`config.mk`:
```
export PLATFORM = sky130hd
export DESIGN_NAME = fft_result_unloader
export DESIGN_NICKNAME = d
export VERILOG_FILES = /design/src/rtl/fft_pkg.sv /design/src/rtl/fft_result_unloader_toggle_detect.sv /design/src/rtl/fft_result_unloader.sv
export SDC_FILE = /design/constraint.sdc
export NUM_CORES = 1
export LEC_CHECK = 0
export CAP_MARGIN = 20
export CELL_PAD_IN_SITES_DETAIL_PLACEMENT = 1
export CELL_PAD_IN_SITES_GLOBAL_PLACEMENT = 1
export CORE_AREA = 2 2 296 298
export DETAILED_ROUTE_END_ITERATION = 8
export DIE_AREA = 0 0 298 300
export GPL_TIMING_DRIVEN = 0
export PLACE_DENSITY_LB_ADDON = 0.1
export SYNTH_ARGS = -nofsm -noshare
export SYNTH_HDL_FRONTEND = slang
export SYNTH_HIERARCHICAL = 1
export SYNTH_SLANG_ARGS = --single-unit
```
`constraint.sdc`:
```
create_clock -name clk -period 6.04 [get_ports clk]
set_clock_uncertainty 0.15 [all_clocks]
set_input_delay 1.208 -clock clk [delete_from_list [all_inputs] [get_ports clk]]
set_output_delay 1.208 -clock clk [all_outputs]
set_load 0.01 [all_outputs]
```
`src/rtl/fft_pkg.sv`:
```
// Shared constants, FSM state type and bit-reversal helper for the FFT result unloader.
package fft_pkg;

  localparam int unsigned N_POINTS = 16;
  localparam int unsigned LOG2N    = 4;

  typedef enum logic [1:0] {
    IDLE   = 2'd0,
    WAIT   = 2'd1,
    STREAM = 2'd2
  } unload_state_t;

  function automatic logic [LOG2N-1:0] bitrev4(input logic [LOG2N-1:0] v);
    logic [LOG2N-1:0] r;
    r = '0;
    for (int unsigned b = 0; b < LOG2N; b++) begin
      r[b] = v[LOG2N-1-b];
    end
    return r;
  endfunction

endpackage

```
`src/rtl/fft_result_unloader_toggle_detect.sv`:
```
// Frame toggle detector: registers the core's frame flag and flags any level change.
module toggle_detect (
  input  logic clk,
  input  logic rst,
  input  logic flag,
  output logic toggle
);

  logic flag_q;

  always_ff @(posedge clk or negedge rst) begin
    if (!rst) flag_q <= 1'b0;
    else      flag_q <= flag;
  end

  assign toggle = flag ^ flag_q;

endmodule

```
`src/rtl/fft_result_unloader.sv`:
```
// Captures a 16-point complex FFT frame LATENCY edges after the core toggles its frame flag
// and streams it out over valid/ready. Define FFT_UNLOAD_BITREV_EN for bit-reversed read order.
module fft_result_unloader
  import fft_pkg::*;
#(
  parameter int unsigned LATENCY = 4,
  parameter int unsigned DATA_W  = 16
) (
  input  logic                       clk,
  input  logic                       rst,
  input  logic                       new_input_flag,
  input  logic [N_POINTS*DATA_W-1:0] fft_real,
  input  logic [N_POINTS*DATA_W-1:0] fft_imag,
  output logic                       out_valid,
  input  logic                       out_ready,
  output logic [DATA_W-1:0]          out_real,
  output logic [DATA_W-1:0]          out_imag,
  output logic [LOG2N-1:0]           out_index,
  output logic                       out_last,
  output logic                       busy,
  output logic                       overrun,
  input  logic                       clear_overrun
);

  localparam logic [7:0]       LAT_M1   = 8'(LATENCY - 1);
  localparam logic [LOG2N-1:0] LAST_IDX = LOG2N'(N_POINTS - 1);
  localparam logic [LOG2N-1:0] FIRST    = '0;

  unload_state_t state, state_d;

  logic                             toggle;
  logic [7:0]                       cnt;
  logic [LOG2N-1:0]                 idx;
  logic [LOG2N-1:0]                 idx_nx;
  logic [LOG2N-1:0]                 first_sel;
  logic [LOG2N-1:0]                 next_sel;
  logic [N_POINTS-1:0][DATA_W-1:0]  in_re;
  logic [N_POINTS-1:0][DATA_W-1:0]  in_im;
  logic [N_POINTS-1:0][DATA_W-1:0]  frame_re;
  logic [N_POINTS-1:0][DATA_W-1:0]  frame_im;
  logic                             capture;
  logic                             advance;
  logic                             final_xfer;
  logic                             restart;
  logic                             set_ov;

  function automatic logic [LOG2N-1:0] order_sel(input logic [LOG2N-1:0] i);
`ifdef FFT_UNLOAD_BITREV_EN
    return bitrev4(i);
`else
    return i;
`endif
  endfunction

  toggle_detect u_toggle_detect (
    .clk    (clk),
    .rst    (rst),
    .flag   (new_input_flag),
    .toggle (toggle)
  );

  assign in_re     = fft_real;
  assign in_im     = fft_imag;
  assign idx_nx    = idx + 1'b1;
  assign first_sel = order_sel(FIRST);
  assign next_sel  = order_sel(idx_nx);
  assign out_valid = (state == STREAM);
  assign busy      = (state != IDLE);

  always_ff @(posedge clk or negedge rst) begin
    if (!rst) state <= IDLE;
    else      state <= state_d;
  end

  always_comb begin
    state_d    = state;
    capture    = 1'b0;
    advance    = 1'b0;
    final_xfer = 1'b0;
    restart    = 1'b0;
    set_ov     = 1'b0;
    unique case (state)
      IDLE: begin
        if (toggle) begin
          state_d = WAIT;
          restart = 1'b1;
        end
      end
      WAIT: begin
        // A newer frame supersedes the pending one, even on the capture edge.
        if (toggle) begin
          restart = 1'b1;
          set_ov  = 1'b1;
        end else if (cnt == LAT_M1) begin
          state_d = STREAM;
          capture = 1'b1;
        end
      end
      STREAM: begin
        if (out_ready) begin
          if (idx == LAST_IDX) begin
            final_xfer = 1'b1;
            if (toggle) begin
              state_d = WAIT;
              restart = 1'b1;
            end else begin
              state_d = IDLE;
            end
          end else begin
            advance = 1'b1;
          end
        end
        if (toggle && !final_xfer) set_ov = 1'b1;
      end
      default: state_d = IDLE;
    endcase
  end

  always_ff @(posedge clk or negedge rst) begin
    if (!rst) begin
      cnt       <= '0;
      idx       <= '0;
      frame_re  <= '0;
      frame_im  <= '0;
      out_real  <= '0;
      out_imag  <= '0;
      out_index <= '0;
      out_last  <= 1'b0;
      overrun   <= 1'b0;
    end else begin
      if (restart)             cnt <= '0;
      else if (state == WAIT)  cnt <= cnt + 8'd1;

      // Output registers are preloaded with the next element so they stay stable under stall.
      if (capture) begin
        frame_re  <= in_re;
        frame_im  <= in_im;
        idx       <= '0;
        out_real  <= in_re[first_sel];
        out_imag  <= in_im[first_sel];
        out_index <= first_sel;
        out_last  <= 1'b0;
      end else if (advance) begin
        idx       <= idx_nx;
        out_real  <= frame_re[next_sel];
        out_imag  <= frame_im[next_sel];
        out_index <= next_sel;
        out_last  <= (idx_nx == LAST_IDX);
      end else if (final_xfer) begin
        idx       <= '0;
        out_last  <= 1'b0;
      end

      if (set_ov)             overrun <= 1'b1;
      else if (clear_overrun) overrun <= 1'b0;
    end
  end

endmodule
```
==> out/results.ini <==
[flow_run]
maxCapViolCount=0

[global_routing]
grt-ovfl-total=0
grtUsageTotal_pct=24.4
antenna_found_initial=10
grt_first_pass_wirelength_um=159000
grt_max_degree=115
grt_pass1_vias=24092

[clocking]
clk_latency_ps=620
htree_levels=3
post_cts_buffers=0
clk_path_buf_depth=3
cts_buffers=71
clk_pin_slew_worst_paths_ps=60
cts_sinks=565
ctsResizeCount=0
root_buffer=clkbuf_16
cts.hold.buffers_added=0
cts_tree=done

[floorplanning]
fp-row-count=108
start_util_pct=29.9
core_area_um2=86200
die_area_um2=89400
die_x_um=298
io_pins=557
die_h_um=300

[place]
gp_congestion=0.860
post_dp_cell_area_um2=32900
post-place-cells=4361
port_buffers=556
dpl.hpwl_um=85000

[detailed_routing]
wirelength_um=109000
drc=0
num_vias=21327
dr.first_iter.drc_count=1139
antenna_left=0
dr.pass1.iters=4
routed_via_density=4.75
wire_per_inst_um=24.3

[yosys]
yosysWarningCount=6
synth-seq-cells=565
synthesis.area_um2=25800
syn-num-nets=3170
yosys.cell_types.count=32
async_flop_share_pct=100
syn_avg_cell_area_um2=9.74
yosysSeqAreaShare_pct=54.9
synth_edf_count=0
dominantRegCellSynth=dfrtp_1
syn-instance-count=2645

[setup_path]
arrival_ps=4240
crit_type=reg2reg
cp-start-kind=flip-flop
crit_path_max_fanout=10
worstSetupEndpointType=flip-flop
crit_start=idx[0]$_DFFE_PN0P_
cp_data_required_time_ps=6370
crit-reg2reg-launch=idx[0]$_DFFE_PN0P_

[sta]
timing.setup.tns_ps=0
max_freq_ghz=0.256
tightest_slew_ps=1080
setup_violations=0
period_share_pct=64.7
rsz0062_at_grt=false
relSlewSlack_pct=28.0
hold_viol=0
layout_min_cycle_time_ps=3910
finalMaxSlewViolations=0

[power]
ir_worst_vdd_mv=0.222
power_density_nw_per_um2=447
p_leak_nw=17.3
p_total_mw=15.8

[finish]
area_growth_pct=37.0
fin_area_um2=35300
final_cell_mix=nand2_1 (1552), dfrtp_1 (565), clkdlybuf4s50_1 (555), mux4_2 (128), buf_2 (95)
drive_gt1_share_pct=13.0
final_cell_count_no_fill=4493
num-fill-cells=9857
utilization_pct=40.9
final_common_cell=nand2_1
finalNetCount=3805

[outcome]
status=finished, final reports clean

[hold_path]
min_path_type=in2async

-- cells by family after synthesis --
logic type	count (synthesis)	synth area share (%)
flip-flops	565	54.9
AO/OA/AOI/OAI	49	1.92
multiplexers	225	15.1
adder cells (fa/ha/maj)	8	0.389
AND/OR/NAND/NOR	1616	23.9
buffers and inverters	171	3.33
XOR/XNOR	11	0.403
-- power breakdown --
part	total [mW]	internal (mW)	switching (mW)	leakage, nW
combinational	5.12	2.43	2.70	8.56
sequential	6.35	5.41	0.942	7.54
clock	4.30	2.56	1.74	1.17
total	15.8	10.4	5.38	17.3
-- cell type report --
class	count	area, um2	share of cell area [%]
inverters	7	26.3	0.0745
well taps	1155	1450	4.10
clock buffers	104	2120	6.01
flip-flops and latches	565	14100	40.1
repair buffers	562	5720	16.2
clock inverters	23	224	0.635
plain buffers	164	832	2.36
multi-input cells	1909	10800	30.5
diodes	4	10.0	0.0284
-- cells in the mapped netlist, types with 4 or more instances --
library cell  count  share of area [%]
buf_2            95                1.8
mux4_2          128                 11
buf_4            12               0.35
buf_6             7               0.31
o211ai_2         31                1.5
mux2_2           32                1.4
dfrtp_1         565                 55
nand4_1           4              0.097
xor2_1            6               0.20
ha_1              8               0.39
inv_1             7               0.10
nand2_1        1552                 23
mux2i_1          65                2.5
nand3_1          39               0.76
clkbuf_1         50               0.73
nor2_1           13               0.19
xnor2_1           4               0.14
a21oi_1          10               0.19
-- worst paths after layout --
| check | end | slack, ps | depth (start not counted) |
|---|---|---|---|
| max in group asynchronous | frame_re[115]$_DFFE_PN0P_ | 3980 | 3 |
| setup reg to reg | out_imag[12]$_DFFE_PN0P_ | 2130 | 11 |
| setup / recovery | out_imag[12]$_DFFE_PN0P_ | 2130 | 11 |
| min in group clk | frame_re[86]$_DFFE_PN0P_ | 320 | 2 |
| hold / removal | frame_im[182]$_DFFE_PN0P_ | 300 | 1 |
| hold reg to reg | frame_re[86]$_DFFE_PN0P_ | 320 | 2 |
-- metrics by stage --
stage / hold slack [ps] / worst slack, ps
after floorplan: 290 / 3230
after global placement: 302 / -22250
after detailed placement: 310 / 1790
after CTS: 291 / 2000
after global routing: 291 / 1860
final: 304 / 2130
-- worst max-delay path: stages, from the launching register on --
cell and delay [ps]:
dfrtp_1 350, buf_2 180, buf_6 180, buf_4 270, inv_1 90, ha_1 320
buf_4 240, clkbuf_1 730, mux4_2 440, mux2i_1 460, mux2_2 270, o211ai_2 70
-- metal layers --
| layer | GRT usage [%] | wire length [um] | vias to the layer above |
|---|---|---|---|
| met3 | 5.19 | 5110 | 142 |
| met1 | 30.2 | 45700 | 10927 |
| met2 | 43.0 | 55500 | 473 |
| li1 | - | - | 9777 |
| met5 | 0 | 55 | - |
| met4 | 6.51 | 2850 | 8 |
-- registers in the layout (all words and copies together) (netlist names) --
| register | cells |
|---|---|
| out_real | 16 |
| state | 2 |
| out_last | 1 |
| out_imag | 16 |
| u_toggle_detect/flag_q | 1 |
| frame_im | 256 |
| cnt | 8 |
| idx | 4 |
| out_index | 4 |
| frame_re | 256 |
| overrun | 1 |
Note: power is estimated with default switching activity, not from simulation.
